[src/rtl/conv_pkg.sv]
// Shared types and helpers for the convolution frame sequencer.
package conv_pkg;

  typedef enum logic [1:0] {
    IDLE  = 2'd0,
    RUN   = 2'd1,
    DRAIN = 2'd2
  } state_t;

  localparam int K_DEFAULT = 3;

  // Width of the line-buffer slot select; K>=2 so at least one bit.
  function automatic int clog2_k(input int k);
    return (k <= 2) ? 1 : $clog2(k);
  endfunction

endpackage

[src/rtl/conv_pos_cnt.sv]
// Raster position counter: column, row and circular line-buffer slot,
// advanced once per accepted pixel.
module conv_pos_cnt
  import conv_pkg::*;
#(
  parameter int XB = 10,
  parameter int YB = 10,
  parameter int K  = K_DEFAULT,
  parameter int SB = clog2_k(K)
) (
  input  logic          clk,
  input  logic          rst,
  input  logic          clr,
  input  logic          en,
  input  logic [XB-1:0] width,
  output logic [XB-1:0] col,
  output logic [YB-1:0] row,
  output logic [SB-1:0] sel
);

  always_ff @(posedge clk or negedge rst) begin
    if (!rst) begin
      col <= '0;
      row <= '0;
      sel <= '0;
    end else if (clr) begin
      col <= '0;
      row <= '0;
      sel <= '0;
    end else if (en) begin
      if (col == width - XB'(1)) begin
        col <= '0;
        row <= row + YB'(1);
        sel <= (sel == SB'(K - 1)) ? '0 : sel + SB'(1);
      end else begin
        col <= col + XB'(1);
      end
    end
  end

endmodule

[src/rtl/conv_frame_ctrl.sv]
// Frame sequencer: pops pixels into K circular line buffers and emits one
// window token per complete KxK window, stalling intake on token backpressure.
module conv_frame_ctrl
  import conv_pkg::*;
#(
  parameter int XB = 10,
  parameter int YB = 10,
  parameter int K  = K_DEFAULT,
  localparam int SB = clog2_k(K)
) (
  input  logic          clk,
  input  logic          rst,
  input  logic          start,
  input  logic [XB-1:0] cfg_width,
  input  logic [YB-1:0] cfg_height,
  input  logic          px_valid,
  output logic          px_ready,
  output logic          lb_wr_en,
  output logic [SB-1:0] lb_wr_sel,
  output logic [XB-1:0] lb_wr_addr,
  output logic          win_valid,
  input  logic          win_ready,
  output logic [XB-1:0] win_col,
  output logic [YB-1:0] win_row,
  output logic          busy,
  output logic          frame_done,
  output logic          cfg_err
);

  state_t        state;
  logic [XB-1:0] w_reg;
  logic [YB-1:0] h_reg;
  logic [XB-1:0] col;
  logic [YB-1:0] row;
  logic [SB-1:0] sel;

  logic accept;
  logic start_ok;
  logic drain_done;
  logic in_window;
  logic last_px;

  // A pending token blocks intake unless it is consumed this same cycle,
  // so a new token can never overwrite an unaccepted one.
  assign px_ready   = (state == RUN) & (~win_valid | win_ready);
  assign accept     = px_valid & px_ready;
  assign lb_wr_en   = accept;
  assign lb_wr_addr = col;
  assign lb_wr_sel  = sel;
  assign busy       = (state != IDLE);

  assign start_ok   = (state == IDLE) & start &
                      (cfg_width >= XB'(K)) & (cfg_height >= YB'(K));
  assign drain_done = (state == DRAIN) & (~win_valid | win_ready);
  assign in_window  = (row >= YB'(K - 1)) & (col >= XB'(K - 1));
  assign last_px    = (col == w_reg - XB'(1)) & (row == h_reg - YB'(1));

  conv_pos_cnt #(
    .XB(XB),
    .YB(YB),
    .K (K),
    .SB(SB)
  ) u_pos (
    .clk  (clk),
    .rst  (rst),
    .clr  (start_ok | drain_done),
    .en   (accept),
    .width(w_reg),
    .col  (col),
    .row  (row),
    .sel  (sel)
  );

  always_ff @(posedge clk or negedge rst) begin
    if (!rst) begin
      state      <= IDLE;
      w_reg      <= '0;
      h_reg      <= '0;
      win_valid  <= 1'b0;
      win_col    <= '0;
      win_row    <= '0;
      frame_done <= 1'b0;
      cfg_err    <= 1'b0;
    end else begin
      frame_done <= 1'b0;
      cfg_err    <= 1'b0;

      case (state)
        IDLE: begin
          if (start) begin
            if (start_ok) begin
              w_reg <= cfg_width;
              h_reg <= cfg_height;
              state <= RUN;
            end else begin
              cfg_err <= 1'b1;
            end
          end
        end
        RUN: begin
          if (accept && last_px) state <= DRAIN;
        end
        DRAIN: begin
          if (drain_done) begin
            frame_done <= 1'b1;
            state      <= IDLE;
          end
        end
        default: state <= IDLE;
      endcase

      // Token register: the pixel completing a window loads its top-left corner.
      if (accept && in_window) begin
        win_valid <= 1'b1;
        win_col   <= col - XB'(K - 1);
        win_row   <= row - YB'(K - 1);
      end else if (win_valid && win_ready) begin
        win_valid <= 1'b0;
      end
    end
  end

endmodule

[config.mk]
export PLATFORM = sky130hd
export DESIGN_NAME = conv_frame_ctrl
export DESIGN_NICKNAME = d
export VERILOG_FILES = /design/src/rtl/conv_pkg.sv /design/src/rtl/conv_pos_cnt.sv /design/src/rtl/conv_frame_ctrl.sv
export SDC_FILE = /design/constraint.sdc
export NUM_CORES = 1
export LEC_CHECK = 0
export ABC_AREA = 1
export CAP_MARGIN = 20
export CORE_ASPECT_RATIO = 0.8
export CORE_UTILIZATION = 40
export DETAILED_ROUTE_END_ITERATION = 7
export DONT_BUFFER_PORTS = 1
export MAX_ROUTING_LAYER = met4
export PLACE_DENSITY = 0.54
export SLEW_MARGIN = 5
export SYNTH_ARGS = -nofsm -noshare
export SYNTH_HDL_FRONTEND = slang
export SYNTH_SLANG_ARGS = --single-unit
[constraint.sdc]
create_clock -name clk -period 2.9 [get_ports clk]
set_input_delay 0.29 -clock clk [delete_from_list [all_inputs] [get_ports clk]]
set_output_delay 0.29 -clock clk [all_outputs]
set_load 0.1 [all_outputs]
==> key figures, run 1 <==
STA
  • Rel. slew slack: 0.367
  • Unrepaired setup endpoints after global routing: false
  • Setup TNS: 0 ps
  • Hold Vio Cnt, Final: 0
  • Fin. max-slew vios: 0
  • Clock Skew: 5.81 ps
  • Max frequency: 414 MHz
  • Ratio of final minimum period to clock period: 0.832
  • Hold slack: 66.5 ps
  • Tmin final: 2410 ps
  • Final setup fails: 0
  • Worst slew pin tran: 949 ps

Critical path
  • Crit Path Max Fanout: 19
  • Critical path type: reg2reg
  • R2R depth: 14
  • CP arrival: 2630 ps
  • Reg2reg start: w_reg[0]$_DFFE_PN0P_
  • R2R Setup Slk: 490 ps
  • Worst path required time: 3120 ps
  • Startpoint types: flop
  • Crit end category: flop
  • Reg2reg end: u_pos.row[4]$_DFFE_PN0P_

Worst hold path
  • Worst Hold Path EP: h_reg[8]$_DFFE_PN0P_
  • Worst Hold Class: in2reg
  • Hold Path Stages: 2
  • Beginning of the worst hold path: cfg_height[8]

Layout
  • Fraction of layout cells with a size suffix above 1: 0.0810
  • Leading cell type in the layout, fill and taps excluded: nand2_1
  • NumNets Final: 647
  • P&R area growth vs syn: 12.8%
  • Fillers: 1054
  • Antenna fix cells: 0
  • Highest-count cells in the layout ignoring fill and taps: nand2_1, inv_1, dfrtp_1, nor2_1, nand3_1

Floorplanning
  • Row Count: 33
  • I/O Pins: 63
  • Die height: 94.0 um
  • Die Footprint: 11000 sq um
  • Placeable Area: 10300 sq um
  • Initial Utilization: 0.412
  • Die width: 117 um

Synthesis
  • Post-synth EDFFs: 0
  • Asr flop ratio synth: 1.00
  • Avg Cell Area, Syn: 7.00 sq um
  • Sequential fraction of the synthesis area: 0.396
  • Number of distinct library cells after synthesis: 32
  • Synth warn: 0
  • Mapped cell area: 4230 sq um
  • #FFs+latches synth: 67
  • Syn nets: 640
  • Mapped Cells: 605
  • Share of the synthesized area in the top cell type: 0.396
  • Post-synth top area cell: dfrtp_1
  • Top FF cell, synth: dfrtp_1
  • Main area contributors after synthesis: dfrtp_1, nand2_1, inv_1

Drt
  • Post-route DRC: 0
  • Post-route ant nets: 0
  • Total Wirelength: 10700 um
  • First-pass DRT Iterations: 5
  • Starting DRT DRC Count: 128
  • Vias per Instance: 4.91
  • Routed len/inst: 14.1 um
  • Vias: 3718

Clock network
  • CTS Sinks: 67
  • Clk slew on worst S/H paths: 60 ps
  • # Post-CTS Setup Buffers: 0
  • Max Buffers Root-to-Sink: 2
  • Clock root buffer: clkbuf_16
  • Gates resized, CTS repair: 0
  • Total CTS buffers: 9
  • H-Tree Depth: 3
  • CTS tree: built
  • Clk_lat worst skew: 340 ps
  • Hold-fix buffers, CTS: 2

Job
  • Max-capacitance violation count: 0

Run status
  • Status: finished clean

GRT
  • Grt met3 use: 0.0716
  • First-pass GRT wire length: 17800 um
  • Initial antenna violation count: 0
  • Met1 usage: 0.326
  • Total track usage: 0.222
  • Largest net degree at the start of global routing: 68
  • Vias in the first global route: 3501
  • Gr busiest metal: met1
  • Total grt overflow: 0
  • GR Util met2: 0.293

Placed design
  • Final HPWL DP: 7920 um
  • Placer congestion estimate: 0.829
  • PortBufs: 0
## final cells by class
| class | count | area, sq um | share of cell area |
|---|---|---|---|
| Multi-Input combinational cell | 438 | 2150 | 0.450 |
| Sequential cell | 67 | 1680 | 0.351 |
| Inverter | 77 | 289 | 0.0605 |
| Clock buffer | 12 | 246 | 0.0516 |
| Tap cell | 140 | 175 | 0.0367 |
| Timing Repair Buffer | 19 | 165 | 0.0346 |
| Clock inverter | 4 | 73.8 | 0.0155 |
## worst max-delay path, cell delays in order, from the launching register on
cell	delay, ps
dfrtp_1	390
inv_1	150
ha_1	300
nand2_1	80
inv_1	40
nor2_1	130
nand2_1	90
nor2_1	120
nand3_1	70
nor2_1	180
nand3_2	140
nand2_4	250
nand2_4	180
nand2_1	110
nand2_1	50
## cells in the mapped netlist, drive strengths merged, types with 12 or more instances
master  number
nand2      198
inv         76
nor2        69
dfrtp       67
nand3       53
o21ai       38
xor2        15
a21oi       14
nor3        14
buf         13
xnor2       12
## cells by family (layout without fill, tap and decap cells)
kind of cell,Yosys count,after routing,synth area share
AND/OR/NAND/NOR,344,344,0.347
adder cells (fa/ha/maj),10,10,0.0296
AO/OA/AOI/OAI,56,56,0.0674
flip-flops,67,67,0.396
buffers and inverters,100,112,0.0984
XOR/XNOR,28,28,0.0612
## stage by stage
stage / std cells / setup slack (ps) / area [sq um] / util
after CTS: 757 / 479 / 4770 / 0.464
final: 757 / 487 / 4770 / 0.464
after global placement: 739 / 495 / 4420 / 0.430
after global routing: 757 / 225 / 4770 / 0.464
after detailed placement: 739 / 493 / 4420 / 0.430
after floorplan: 605 / 98.5 / 4240 / -
## metal layers
metal	vias to the layer above	wire length, um
li1	1902	-
met3	4	786
met5	-	0
met1	1708	5560
met4	0	46
met2	104	4300
## worst max-delay path by stage
stage                                startpoint                  endpoint  slack, ps  depth (start not counted)
after floorplan           win_valid$_DFFE_PN0P_  u_pos.col[0]$_DFFE_PN0P_        100                          9
after global placement     w_reg[0]$_DFFE_PN0P_  u_pos.row[4]$_DFFE_PN0P_        490                         14
after detailed placement   w_reg[0]$_DFFE_PN0P_  u_pos.row[8]$_DFFE_PN0P_        490                         14
after CTS                  w_reg[0]$_DFFE_PN0P_  u_pos.row[4]$_DFFE_PN0P_        480                         14
after global routing       w_reg[0]$_DFFE_PN0P_  u_pos.row[7]$_DFFE_PN0P_        230                         14
final                      w_reg[0]$_DFFE_PN0P_  u_pos.row[4]$_DFFE_PN0P_        490                         14
Power of run 1 is left out: the tool's default activity adds up to more than one toggle a clock period on the data nets, which glitch-free logic cannot reach.
==> inputs of run 2 (changes only) <==
clock period = 2.3 ns   (was 2.9 ns; I/O delays follow)
==> run 2 against run 1 <==
Compared with the run above: register-to-register slack lost 250 ps; fmax grew 17%; cell count grew 4.1%; highest routed layer unchanged; wire length shrank 2.1%.
==> key figures, run 2 (synthesis gave the netlist of run 1 again) <==
Drt
  • Wire length on met3: 555 um
  • Post-route DRC: 0
  • Met2 wire length: 4210 um
  • Routed len/inst: 13.3 um
  • Starting DRT DRC Count: 156
  • Highest Signal Layer: met4
  • Post-route ant nets: 0
  • Vias per Instance: 4.86
  • Vias: 3830
  • Total Wirelength: 10500 um
  • Met1 Routed Length: 5630 um
  • First-pass DRT Iterations: 5

Floorplanning
  • Placeable Area: 10300 sq um
  • Initial Utilization: 0.412
  • Die width: 117 um
  • Die height: 94.0 um
  • Die Footprint: 11000 sq um
  • I/O Pins: 63
  • Row Count: 33

Layout
  • Final cell count without fillers: 788
  • Final instance area: 5060 sq um
  • Antenna fix cells: 0
  • Fraction of layout cells with a size suffix above 1: 0.142
  • Leading cell type in the layout, fill and taps excluded: nand2_1
  • P&R area growth vs syn: 19.5%
  • NumNets Final: 678
  • Highest-count cells in the layout ignoring fill and taps: nand2_1, inv_1, dfrtp_1, nor2_1, nand3_1

Critical path
  • CP arrival: 2330 ps
  • Slowest stage delay, CP: 420 ps
  • Crit Path Max Fanout: 9
  • Critical path type: reg2reg
  • Startpoint types: flop
  • Cell family with most CP delay: simple AND/OR/NAND/NOR gates
  • Slowest stage cell, crit path: dfrtp_1
  • Crit end category: flop
  • Crit path buf inv count: 3
  • Critical-path cell list: inv_2 -> ha_4 -> nand2_2 -> nor2_4 -> nand2_1 -> nand3_1 -> inv_1 -> nor2_1 -> nand3_2 -> nand2_8 -> buf_4 -> nand3_1 -> nand2_1
  • Worst path required time: 2570 ps

Clock network
  • Clock root buffer: clkbuf_16
  • H-Tree Depth: 3
  • Max Buffers Root-to-Sink: 2
  • Total CTS buffers: 9
  • CTS Sinks: 67
  • Clk_lat worst skew: 330 ps
  • CTS tree: built
  • Clk slew on worst S/H paths: 60 ps

STA
  • Ratio of final minimum period to clock period: 0.896
  • Max frequency: 485 MHz
  • Setup TNS: 0 ps
  • Unrepaired setup endpoints after global routing: false
  • Clock Skew: 6.77 ps
  • Hold Vio Cnt, Final: 0
  • Worst slew pin tran: 881 ps
  • Rel. slew slack: 0.413
  • Tmin final: 2060 ps
  • Fin. max-slew vios: 0
  • Final setup fails: 0

GRT
  • First-pass GRT wire length: 18100 um
  • Total grt overflow: 0
  • Total track usage: 0.222
  • Vias in the first global route: 3727
  • Largest net degree at the start of global routing: 68
  • Initial antenna violation count: 0

Worst hold path
  • Worst Hold Class: in2reg

Placed design
  • PortBufs: 0
  • Final HPWL DP: 7940 um
  • Placed inst area: 4650 sq um
  • Placer congestion estimate: 0.844
  • Dpl cells: 768

Run status
  • Status: finished clean

Job
  • Max-capacitance violation count: 0
run 2: layer usage:
metal  up-vias  track usage
met5         -            -
met3         8       0.0471
met1      1746        0.328
met4         0       0.0538
li1       1973            -
met2       103        0.306
run 2: cell type report:
class	count	area, sq um
Clock inverter	6	87.6
Fill cell	1038	5230
Tap cell	140	175
Clock buffer	10	239
Multi-Input combinational cell	438	2180
Timing Repair Buffer	50	398
Inverter	77	292
Sequential cell	67	1680
run 2: repair_timing:
item / in CTS / in global routing
resized for setup: 1 / 6
endpoints found under the setup margin: 12 / 24
pin swaps: 0 / 1
setup buffers: 0 / 2
hold buffers: 2 / 0
hold endpoints to repair: 67 / 0
run 2: per-stage QoR:
| stage | hold WS (ps) | utilization | setup WS, ps |
|---|---|---|---|
| 2_1_floorplan | -65.6 | - | -154 |
| 3_3_place_gp | -62.7 | 0.452 | -21.7 |
| 3_5_place_dp | -63.0 | 0.452 | -22.6 |
| 4_1_cts | 5.88 | 0.489 | 16.7 |
| 5_1_grt | 1.82 | 0.492 | 25.4 |
| 6_report | 12.0 | 0.492 | 240 |
run 2: worst paths after layout:
check,from,endpoint,slack (ps),depth (start not counted)
max,w_reg[0]$_DFFE_PN0P_,u_pos.sel[1]$_DFFE_PN0P_,240,13
min,cfg_height[6],h_reg[6]$_DFFE_PN0P_,10,2
max reg2reg,w_reg[0]$_DFFE_PN0P_,u_pos.sel[1]$_DFFE_PN0P_,240,13
min reg2reg,win_row[7]$_DFFE_PN0P_,win_row[7]$_DFFE_PN0P_,480,2
max in group asynchronous,rst,win_valid$_DFFE_PN0P_,1540,2
min in group asynchronous,rst,u_pos.col[4]$_DFFE_PN0P_,440,2
Power of run 2 is left out for the same reason.
